==> src/rtl/axis_rr_pkt_arbiter.sv <==
// Round-robin AXI-Stream packet arbiter.
// NUM requesters share one downstream port. A grant is issued from IDLE one
// cycle after a request is seen and is held for a whole packet (until the
// tlast handshake). The search then resumes at the requester after the one
// just served. Beats are counted per packet, and err_overlong flags the beat
// that pushes a packet past MAX_BEATS. The packet itself is still passed
// through unchanged.
module axis_rr_pkt_arbiter #(
    parameter int NUM       = 4,
    parameter int DSIZE     = 8,
    parameter int USIZE     = 1,
    parameter int MAX_BEATS = 256
) (
    input  logic                     clock,
    input  logic                     rst_n,
    input  logic [NUM-1:0]           s_tvalid,
    output logic [NUM-1:0]           s_tready,
    input  logic [NUM*DSIZE-1:0]     s_tdata,
    input  logic [NUM*USIZE-1:0]     s_tuser,
    input  logic [NUM-1:0]           s_tlast,
    output logic                     m_tvalid,
    input  logic                     m_tready,
    output logic [DSIZE-1:0]         m_tdata,
    output logic [USIZE-1:0]         m_tuser,
    output logic                     m_tlast,
    output logic [$clog2(NUM)-1:0]   m_tid,
    output logic                     err_overlong
);

    localparam int IW = $clog2(NUM);
    // Wide enough to hold the saturation value MAX_BEATS+1.
    localparam int CW = $clog2(MAX_BEATS + 2);

    typedef enum logic {
        IDLE = 1'b0,
        LOCK = 1'b1
    } state_t;

    state_t          state;
    logic [IW-1:0]   sel;
    logic [IW-1:0]   rr_ptr;
    logic [CW-1:0]   beat_cnt;

    logic            pick_found;
    logic [IW-1:0]   pick_idx;
    int              cand;
    logic            hs;

    // Beat counter increment that sticks at MAX_BEATS+1 so very long packets
    // cannot wrap the counter and raise the error a second time.
    function automatic logic [CW-1:0] sat_inc(input logic [CW-1:0] v);
        if (v == CW'(MAX_BEATS + 1)) begin
            return v;
        end
        return v + CW'(1);
    endfunction

    // Next requester index, wrapping at NUM (which need not be a power of two).
    function automatic logic [IW-1:0] wrap_inc(input logic [IW-1:0] v);
        if (int'(v) == NUM - 1) begin
            return '0;
        end
        return v + IW'(1);
    endfunction

    // Round-robin search starting at rr_ptr. The loop runs from the farthest
    // offset down to offset 0, so the candidate nearest rr_ptr is written last
    // and wins.
    always_comb begin
        pick_found = 1'b0;
        pick_idx   = '0;
        cand       = 0;
        for (int i = NUM - 1; i >= 0; i--) begin
            cand = (int'(rr_ptr) + i) % NUM;
            if (s_tvalid[cand[IW-1:0]]) begin
                pick_found = 1'b1;
                pick_idx   = cand[IW-1:0];
            end
        end
    end

    // A downstream transfer can only happen while a grant is held.
    assign hs = (state == LOCK) && s_tvalid[sel] && m_tready;

    // The pulse lines up with the handshake of beat MAX_BEATS+1 itself.
    assign err_overlong = hs && (beat_cnt == CW'(MAX_BEATS));

    // Steer the granted requester to the shared port. In IDLE everything is
    // quiet. In LOCK the path is purely combinational, so a stalled requester's
    // held payload reaches the output unchanged.
    always_comb begin
        m_tvalid = 1'b0;
        m_tdata  = '0;
        m_tuser  = '0;
        m_tlast  = 1'b0;
        s_tready = '0;
        m_tid    = sel;
        if (state == LOCK) begin
            m_tvalid      = s_tvalid[sel];
            m_tdata       = s_tdata[sel*DSIZE +: DSIZE];
            m_tuser       = s_tuser[sel*USIZE +: USIZE];
            m_tlast       = s_tlast[sel];
            s_tready[sel] = m_tready;
        end
    end

    // Grant FSM: latch a winner in IDLE and hold it through the tlast
    // handshake. Then advance the round-robin pointer past the served
    // requester, which leaves one idle bubble before the next grant.
    always_ff @(posedge clock) begin
        if (!rst_n) begin
            state    <= IDLE;
            sel      <= '0;
            rr_ptr   <= '0;
            beat_cnt <= '0;
        end else begin
            case (state)
                IDLE: begin
                    if (pick_found) begin
                        sel      <= pick_idx;
                        beat_cnt <= '0;
                        state    <= LOCK;
                    end
                end
                LOCK: begin
                    if (hs) begin
                        beat_cnt <= sat_inc(beat_cnt);
                        if (s_tlast[sel]) begin
                            rr_ptr <= wrap_inc(sel);
                            state  <= IDLE;
                        end
                    end
                end
                default: state <= IDLE;
            endcase
        end
    end

endmodule

==> config.mk <==
export PLATFORM = sky130hd
export DESIGN_NAME = axis_rr_pkt_arbiter
export DESIGN_NICKNAME = d
export VERILOG_FILES = /design/src/rtl/axis_rr_pkt_arbiter.sv
export SDC_FILE = /design/constraint.sdc
export NUM_CORES = 1
export LEC_CHECK = 0
export CORE_MARGIN = 2
export CORE_UTILIZATION = 45
export CTS_BUF_LIST = sky130_fd_sc_hd__clkbuf_4 sky130_fd_sc_hd__clkbuf_8
export CTS_CLUSTER_SIZE = 16
export DETAILED_ROUTE_END_ITERATION = 7
export DONT_BUFFER_PORTS = 1
export SLEW_MARGIN = 20
export SYNTH_ARGS = -nofsm -noshare
export SYNTH_HDL_FRONTEND = slang
export SYNTH_SLANG_ARGS = --single-unit
export TNS_END_PERCENT = 100
==> constraint.sdc <==
create_clock -name clock -period 2.6 [get_ports clock]
set_input_delay 0.52 -clock clock [delete_from_list [all_inputs] [get_ports clock]]
set_output_delay 0.52 -clock clock [all_outputs]
set_load 0.01 [all_outputs]
==> results of run 1 <==
==> final timing paths <==
check,startpoint,endpoint,cells after the start
max,m_tid[0],m_tuser,3
min,rst_n,beat_cnt[2],1
max reg2reg,m_tid[0],beat_cnt[4],4
min reg2reg,rr_ptr[0],rr_ptr[0],2
==> layer usage <==
layer / track usage / share of wire / up-vias
met5: 0 / 0 / -
met4: 0.0552 / 0.0080 / 0
met3: 0.0328 / 0.094 / 4
met2: 0.276 / 0.48 / 66
met1: 0.249 / 0.42 / 537
li1: - / - / 567
==> flip-flops by register name, summed over array words and instances, names as in the netlist <==
name and cells:
beat_cnt 9, m_tid 2, rr_ptr 2, state 1
==> kinds of logic (layout without fill, tap and decap cells) <==
family | count (synthesis) | after routing | share of synthesized area
flops | 14 | 14 | 0.206
fa+ha+maj | 7 | 7 | 0.0642
simple gates | 67 | 67 | 0.297
mux | 13 | 13 | 0.187
compound gates | 30 | 30 | 0.178
buf+inv | 18 | 18 | 0.0679
==> synth_stat cells (2+ instances only) <==
master / count / area [um^2]
dfxtp_1: 14 / 280
o21a_1: 2 / 15.0
and3_1: 7 / 43.8
nand4b_1: 2 / 17.5
nand4_1: 3 / 18.8
o22ai_1: 2 / 12.5
inv_1: 7 / 26.3
nand3_1: 6 / 30.0
nor2_1: 4 / 15.0
nand2b_1: 4 / 25.0
mux2i_1: 3 / 30.0
o21ai_0: 3 / 15.0
a21oi_1: 9 / 45.0
buf_6: 2 / 22.5
clkbuf_1: 4 / 15.0
nand2_1: 13 / 48.8
mux4_2: 10 / 225
nand3b_1: 3 / 22.5
nor4_1: 3 / 18.8
or4_1: 5 / 37.5
o211ai_2: 2 / 25.0
and2_1: 11 / 68.8
buf_2: 2 / 10.0
buf_4: 2 / 15.0
a31oi_1: 2 / 12.5
o211ai_1: 2 / 15.0
ha_1: 7 / 87.6
==> stage by stage <==
| step | hold slack (ns) | setup WS [ns] | instance area [um^2] | utilization | power [mW] |
|---|---|---|---|---|---|
| 2_1_floorplan | 0.463 | 0.537 | 1360 | - | 0.341 |
| 3_3_place_gp | 0.491 | 0.358 | 1390 | 0.490 | 0.357 |
| 3_5_place_dp | 0.497 | 0.307 | 1390 | 0.490 | 0.358 |
| 4_1_cts | 0.353 | 0.0228 | 1420 | 0.502 | 0.518 |
| 5_1_grt | 0.337 | 0.230 | 1420 | 0.503 | 0.544 |
| 6_report | 0.357 | 0.330 | 1420 | 0.503 | 0.511 |
==> report_power, final <==
part	internal, mW	switching (mW)	leakage (nW)
clock	0.0851	0.0740	0.0210
sequential	0.219	0.0116	0.114
combinational	0.0580	0.0634	0.335
total	0.362	0.149	0.470
==> repair_timing <==
| item | 4_1_cts | 5_1_grt |
|---|---|---|
| resized for setup | 0 | 1 |
| hold endpoints to repair | 0 | 0 |
| setup endpoints to repair | 0 | 2 |
==> layout make-up <==
type	count	area [um^2]	share of cell area
clock buffer	4	36.3	0.0255
multi-input combinational	117	991	0.697
timing repair buffer	6	45.0	0.0317
sequential	14	282	0.198
inverter	8	30.0	0.0211
tap	31	38.8	0.0273
==> out/metrics.yaml, run 1 <==
setup_path:
  critPathCaptureType: "output port"
  crit_slowest_cell: "dfxtp_2"
  cp_slowest_stage_delay_ns: 0.59
  crit_family: "flip-flops"
  crit_path_max_fanout: 15
  critPathKind: "reg2out"
  r2r_setup_slack_ns: 0.58
  critPathBufInv: 1
  startpoint_type: "flop"
  cp_data_required_time_ns: 2.08
  arrival_ns: 1.75
  critical_path.cell_chain: "buf_4 > mux4_2 > and2_1"
clocking:
  numCtsBuffers: 3
  clkTransAtPathRegs_ns: 0.10
  root_buffer: "clkbuf_4"
  cts_buffer_depth: 2
  insertion_delay_ns: 0.28
  hold_buffers: 0
  cts.sinks: 14
  htree_num_levels: 1
  cts_tree: "yes"
  cts_setup_buffers: 0
grt:
  grt_max_degree: 21
  antenna_found_initial: 0
  grt_usage: 0.177
  grt_pass1_vias: 1027
  grt_overflow: 0
  grt_pass1_wl_um: 4760
yosys:
  synth_nets: 203
  postSynthCellCount: 149
  yosysUniqueCellTypes: 42
  avgSynthCellArea_um2: 9.15
  async_reset_ff_frac: 0
  netlist_area_um2: 1360
  yosysWarnings: 0
  synth_edf_count: 0
  synthFlopType: "dfxtp_1"
  yosys_register_bits: 14
  ys_seq_area_frac: 0.206
floorplan:
  num_io_pins: 65
  dieArea_um2: 3490
  core_um2: 2830
  placementRows: 19
  die-width_um: 59.1
  initial_core_util: 0.482
  dieHeight_um: 59.1
cells_and_area:
  drive_gt1_frac: 0.201
  final_nets: 204
  layout_common_cells: "nand2_1 (13), dfxtp_1 (13), and2_1 (11)"
  syn_to_final_growth_pct: 4.31
  nFillCells: 269
  final_cells: 180
  n_antenna_cell: 0
timing:
  slew_headroom: 0.533
  slew_viol_final: 0
  finClkSkew_ns: 0.0116
  hold_viol_final: 0
  rsz0062_at_grt: "false"
  period_share: 0.873
  setup_viol: 0
  max_freq_mhz: 440
  worst-slew-pin-transition_ns: 0.695
  finalSetupTns_ns: 0
  min_period_ns: 2.27
min_path:
  hold_class: "in2reg"
power_and_ir_drop:
  p_per_area_nw_per_um2: 360
  p_leak_nw: 0.470
  peakVddDrop_v: 0.000213
routing:
  drc: 0
  wirelength_um: 3110
  dr.pass1.iters: 4
  ant_nets: 0
  avgViaCountPerCell: 6.52
  drt_iter0_drc: 21
  wire_per_inst_um: 17.3
  vias: 1174
place:
  io_buffers: 0
  gp_congestion: 0.767
  hpwl_um: 2440
  placedCellCount: 176
run_status:
  status: "finished, final reports clean"
run:
  drv_cap: 0
No activity file was read; power rests on OpenSTA's default activity.
==> run 2: changes to the inputs <==
--- a/config.mk
+++ b/config.mk
@@ -6,7 +6,7 @@
 export NUM_CORES = 1
 export LEC_CHECK = 0
 export CORE_MARGIN = 2
-export CORE_UTILIZATION = 45
+export CORE_UTILIZATION = 42
 export CTS_BUF_LIST = sky130_fd_sc_hd__clkbuf_4 sky130_fd_sc_hd__clkbuf_8
 export CTS_CLUSTER_SIZE = 16
 export DETAILED_ROUTE_END_ITERATION = 7
==> run 2 against run 1 <==
Compared with the run above: design area unchanged; hold slack lost 0.0038 ns; largest cell class unchanged; core utilization down 4.1 points; global-route usage decreased by 0.89 points; total power rose by 0.16%; sequential power hardly changed; combinational power about the same; flip-flop and latch count stayed put; via count unchanged.
==> out/metrics.yaml, run 2 (synthesis gave the netlist of run 1 again) <==
run_status:
  status: "finished, final reports clean"  # unchanged
timing:
  setup_viol: 0  # unchanged
  finClkSkew_ns: 0.00781  # was 0.0116 ns
  worst-slew-pin-transition_ns: 0.681  # was 0.695 ns
  rsz0062_at_grt: "false"  # unchanged
  slew_viol_final: 0  # unchanged
  period_share: 0.930  # was 0.873
  slew_headroom: 0.543  # was 0.533
  max_freq_mhz: 414  # was 440 MHz
  hold_viol_final: 0  # unchanged
  finalSetupTns_ns: 0  # unchanged
  min_period_ns: 2.42  # was 2.27 ns
  worst_slack_ns: 0.183  # was 0.330 ns
cells_and_area:
  syn_to_final_growth_pct: 4.31  # unchanged
  register_area_um2: 280  # was 282 um^2
  nFillCells: 317  # was 269
  regMostFlops: "beat_cnt"  # unchanged
  layout_common_cells: "dfxtp_1 (14), nand2_1 (13), and2_1 (11)"  # was nand2_1 (13), dfxtp_1 (13), and2_1 (11)
  final_common_cell: "dfxtp_1"
  finish.utilization: 0.462  # was 0.503
  largest_reg_flops: 9  # unchanged
  final_nets: 202  # was 204
  multi_input_area_um2: 991  # unchanged
  n_antenna_cell: 0  # unchanged
  drive_gt1_frac: 0.184  # was 0.201
setup_path:
  cp_num_cells: 3  # unchanged
  worstReg2RegEnd: "rr_ptr[0]"  # was beat_cnt[4]
  critPathBufInv: 1  # unchanged
  reg2regPathDepth: 4  # unchanged
  crit_path_max_fanout: 11  # was 15
  critical_path.endpoint: "m_tdata[4]"  # was m_tuser
  critical_path.cell_chain: "buf_4 > mux4_2 > and2_1"  # unchanged
  critPathKind: "reg2out"  # unchanged
  cp_slowest_stage_delay_ns: 0.60  # was 0.59 ns
  critPathCaptureType: "output port"  # unchanged
  startpoint_type: "flop"  # unchanged
  cp_data_required_time_ns: 2.08  # about the same
  crit_family: "flip-flops"  # unchanged
  startpoint: "m_tid[0]"  # unchanged
  crit_slowest_cell: "dfxtp_1"  # was dfxtp_2
  r2r_setup_slack_ns: 0.56  # was 0.58 ns
  arrival_ns: 1.90  # was 1.75 ns
  r2r-start: "m_tid[0]"  # unchanged
power_and_ir_drop:
  peakVddDrop_v: 0.000188  # was 0.000213 V
  p_per_area_nw_per_um2: 360  # about the same
  total_power_uw: 512  # was 511 uW
  p_leak_nw: 0.459  # was 0.470 nW
routing:
  drc: 0  # unchanged
  avgViaCountPerCell: 6.15  # was 6.52
  wirelength_um: 3140  # was 3110 um
  wire_per_inst_um: 16.4  # was 17.3 um
  drt_iter0_drc: 40  # was 21
  ant_nets: 0  # unchanged
  vias: 1174  # unchanged
  dr.pass1.iters: 4  # unchanged
clocking:
  root_buffer: "clkbuf_4"  # unchanged
  cts_tree: "yes"  # unchanged
  cts_buffer_depth: 2  # unchanged
  hold_buffers: 0  # unchanged
  cts.sinks: 14  # unchanged
  htree_num_levels: 1  # unchanged
  numCtsBuffers: 3  # unchanged
  insertion_delay_ns: 0.29  # was 0.28 ns
  ctsResizeCount: 0  # unchanged
  clkTransAtPathRegs_ns: 0.09  # was 0.10 ns
  cts_setup_buffers: 0  # unchanged
floorplan:
  dieArea_um2: 3720  # was 3490 um^2
  dieHeight_um: 61.0  # was 59.1 um
  core_um2: 3080  # was 2830 um^2
  placementRows: 20  # was 19
  initial_core_util: 0.443  # was 0.482
  num_io_pins: 65  # unchanged
  die-width_um: 61.0  # was 59.1 um
place:
  gp_congestion: 0.739  # was 0.767
  preCtsSetupSlack_ns: 0.476  # was 0.307 ns
  hpwl_um: 2500  # was 2440 um
  io_buffers: 0  # unchanged
grt:
  grt_pass1_vias: 1119  # was 1027
  grt_pass1_wl_um: 4700  # was 4760 um
  grt_usage: 0.169  # was 0.177
  antenna_found_initial: 0  # unchanged
  grt_max_degree: 26  # was 21
  grt_overflow: 0  # unchanged
run:
  drv_cap: 0  # unchanged
min_path:
  worstHoldPathCells: 1  # unchanged
  hold_class: "in2reg"  # unchanged
  hp-start: "rst_n"  # unchanged
==> run 2: how the worst min path moves through the flow <==
stage / to / slack, ns
floorplan: rr_ptr[0] / 0.46
global placement: rr_ptr[0] / 0.49
detailed placement: rr_ptr[0] / 0.49
CTS: beat_cnt[2] / 0.35
global route: beat_cnt[2] / 0.34
finish: beat_cnt[2] / 0.35
==> run 2: metal layers <==
layer,up-vias,global-route usage,part of all wire
met5,-,0,0
met4,0,0.0745,0.014
met3,5,0.0192,0.062
met2,50,0.309,0.50
met1,551,0.196,0.43
li1,568,-,-
==> run 2: through the flow <==
step                hold slack, ns  instance area (um^2)  instances
finish                       0.353                  1420        191
global route                 0.340                  1420        191
CTS                          0.355                  1420        191
detailed placement           0.494                  1390        187
global placement             0.490                  1390        187
floorplan                    0.463                  1360        149
==> run 2: area by class of cell <==
type | count | share of cell area
Inverter | 8 | 0.0211
Timing Repair Buffer | 4 | 0.0211
Multi-Input combinational cell | 117 | 0.697
Tap cell | 44 | 0.0387
Clock buffer | 4 | 0.0255
Sequential cell | 14 | 0.197
==> run 2: worst register-to-register path: cells and delay by family (launching register included) <==
family,cells,cell delay (ns)
compound gates,2,0.61
simple gates,1,0.55
flops,1,0.60
mux,1,0.21
==> run 2: power breakdown <==
| part | internal (mW) | switching [mW] | leakage (nW) | total [mW] |
|---|---|---|---|---|
| Sequential | 0.219 | 0.00849 | 0.113 | 0.228 |
| Combinational | 0.0554 | 0.0665 | 0.324 | 0.122 |
| Clock | 0.0853 | 0.0774 | 0.0210 | 0.163 |
==> run 3: changes to the inputs <==
--- a/config.mk
+++ b/config.mk
@@ -11,6 +11,7 @@
 export CTS_CLUSTER_SIZE = 16
 export DETAILED_ROUTE_END_ITERATION = 7
 export DONT_BUFFER_PORTS = 1
+export RECOVER_POWER = 50
 export SLEW_MARGIN = 20
 export SYNTH_ARGS = -nofsm -noshare
 export SYNTH_HDL_FRONTEND = slang
==> run 3 against run 2 <==
Compared with the run above: first-iteration DRC count up 7.5%; sequential share of layout area grew 0.41 points; design area is 2.0% lower; setup slack worse by 0.010 ns; via count increased by 0.17%; register-to-register slack got worse by 0.13 ns; largest power group unchanged.
==> out/metrics.yaml, run 3 (synthesis gave the netlist of run 1 again) <==
run_status:
  status: "finished, final reports clean"  # unchanged
setup_path:
  critPathKind: "reg2out"  # unchanged
  arrival_ns: 1.91  # was 1.90 ns
  worstReg2RegEnd: "beat_cnt[6]"  # was rr_ptr[0]
  cp_slowest_stage_delay_ns: 0.51  # was 0.60 ns
  critPathCaptureType: "output port"  # unchanged
  critical_path.cell_chain: "clkbuf_1 > mux4_2 > and2_1"  # was buf_4 > mux4_2 > and2_1
  critPathBufInv: 1  # unchanged
  crit_family: "flip-flops"  # unchanged
  cp_data_required_time_ns: 2.08  # about the same
  r2r-start: "beat_cnt[5]"  # was m_tid[0]
  r2r_setup_slack_ns: 0.43  # was 0.56 ns
  crit_path_max_fanout: 10  # was 11
  startpoint_type: "flop"  # unchanged
  crit_slowest_cell: "dfxtp_1"  # unchanged
  reg2regPathDepth: 4  # unchanged
timing:
  worst-slew-pin-transition_ns: 0.632  # was 0.681 ns
  min_period_ns: 2.43  # was 2.42 ns
  rsz0062_at_grt: "false"  # unchanged
  finalSetupTns_ns: 0  # unchanged
  hold_viol_final: 0  # unchanged
  setup_viol: 0  # unchanged
  period_share: 0.934  # was 0.930
  finClkSkew_ns: 0.00650  # was 0.00781 ns
  slew_viol_final: 0  # unchanged
  slew_headroom: 0.579  # was 0.543
  max_freq_mhz: 412  # was 414 MHz
clocking:
  clkTransAtPathRegs_ns: 0.09  # about the same
  root_buffer: "clkbuf_4"  # unchanged
  htree_num_levels: 1  # unchanged
  cts_tree: "yes"  # unchanged
  ctsResizeCount: 0  # unchanged
  insertion_delay_ns: 0.29  # about the same
  hold_buffers: 0  # unchanged
  cts.sinks: 14  # unchanged
  cts_setup_buffers: 0  # unchanged
  numCtsBuffers: 3  # unchanged
  cts_buffer_depth: 2  # unchanged
routing:
  avgViaCountPerCell: 6.16  # was 6.15
  vias: 1176  # was 1174
  wire_per_inst_um: 16.3  # was 16.4 um
  dr.pass1.iters: 4  # unchanged
  wirelength_um: 3120  # was 3140 um
  ant_nets: 0  # unchanged
  drt_iter0_drc: 43  # was 40
  drc: 0  # unchanged
place:
  io_buffers: 0  # unchanged
  gp_congestion: 0.739  # unchanged
  hpwl_um: 2500  # unchanged
cells_and_area:
  n_antenna_cell: 0  # unchanged
  drive_gt1_frac: 0.156  # was 0.184
  final_common_cell: "dfxtp_1"  # unchanged
  layout_common_cells: "dfxtp_1 (14), nand2_1 (13), and2_1 (11)"  # unchanged
  final_nets: 202  # unchanged
  syn_to_final_growth_pct: 2.20  # was 4.31%
  largest_reg_flops: 9  # unchanged
  nFillCells: 321  # was 317
  regMostFlops: "beat_cnt"  # unchanged
floorplan:
  initial_core_util: 0.443  # unchanged
  placementRows: 20  # unchanged
  dieArea_um2: 3720  # unchanged
  num_io_pins: 65  # unchanged
  dieHeight_um: 61.0  # unchanged
  core_um2: 3080  # unchanged
  die-width_um: 61.0  # unchanged
min_path:
  hold_class: "in2reg"  # unchanged
  hp-start: "rst_n"  # unchanged
  hold_end: "beat_cnt[2]"  # unchanged
  worstHoldPathCells: 1  # unchanged
grt:
  antenna_found_initial: 0  # unchanged
  grt_max_degree: 26  # unchanged
  grt_usage: 0.169  # unchanged
  grt_pass1_wl_um: 4700  # unchanged
  grt_overflow: 0  # unchanged
  grt_pass1_vias: 1119  # unchanged
power_and_ir_drop:
  peakVddDrop_v: 0.000187  # was 0.000188 V
  p_per_area_nw_per_um2: 363  # was 360 nW/um^2
  total_power_uw: 506  # was 512 uW
  p_leak_nw: 0.443  # was 0.459 nW
run:
  drv_cap: 0  # unchanged
-- run 3: layout make-up --
cell class              instances  area, um^2  share of cell area
well taps                      44        55.1              0.0395
inverters                       8        30.0              0.0215
repair buffers                  4        23.8              0.0171
clock buffers                   4        36.3              0.0260
multi-input cells             117         968               0.695
flip-flops and latches         14         280               0.201
-- run 3: report_power, final --
group | internal [mW] | switching [mW] | total [mW]
logic | 0.0524 | 0.0640 | 0.116
registers | 0.219 | 0.00854 | 0.228
clock network | 0.0853 | 0.0768 | 0.162
-- run 3: layer usage --
metal / vias to the layer above / global-route usage / part of all wire
li1: 568 / - / -
met1: 553 / 0.196 / 0.42
met2: 50 / 0.309 / 0.49
met3: 5 / 0.0192 / 0.071
met4: 0 / 0.0745 / 0.016
met5: - / 0 / 0
-- run 3: how the worst max path moves through the flow --
stage	start	endpoint	slack [ns]	cells past startpoint
after CTS	m_tid[0]	m_tdata[5]	0.16	3
after detailed placement	m_tid[0]	m_tdata[5]	0.48	3
after global placement	m_tid[0]	m_tdata[6]	0.50	3
final	m_tid[1]	m_tlast	0.17	3
after global routing	m_tid[1]	m_tlast	0.04	3
after floorplan	m_tid[0]	m_tdata[0]	0.54	4
-- run 3: through the flow --
step,area (um^2),hold WS [ns],std cells,setup slack (ns),util
6_report,1390,0.354,191,0.173,0.453
5_1_grt,1390,0.340,191,0.0384,0.453
4_1_cts,1420,0.355,191,0.164,0.462
3_5_place_dp,1390,0.494,187,0.476,0.450
3_3_place_gp,1390,0.490,187,0.502,0.450
2_1_floorplan,1360,0.463,149,0.537,-
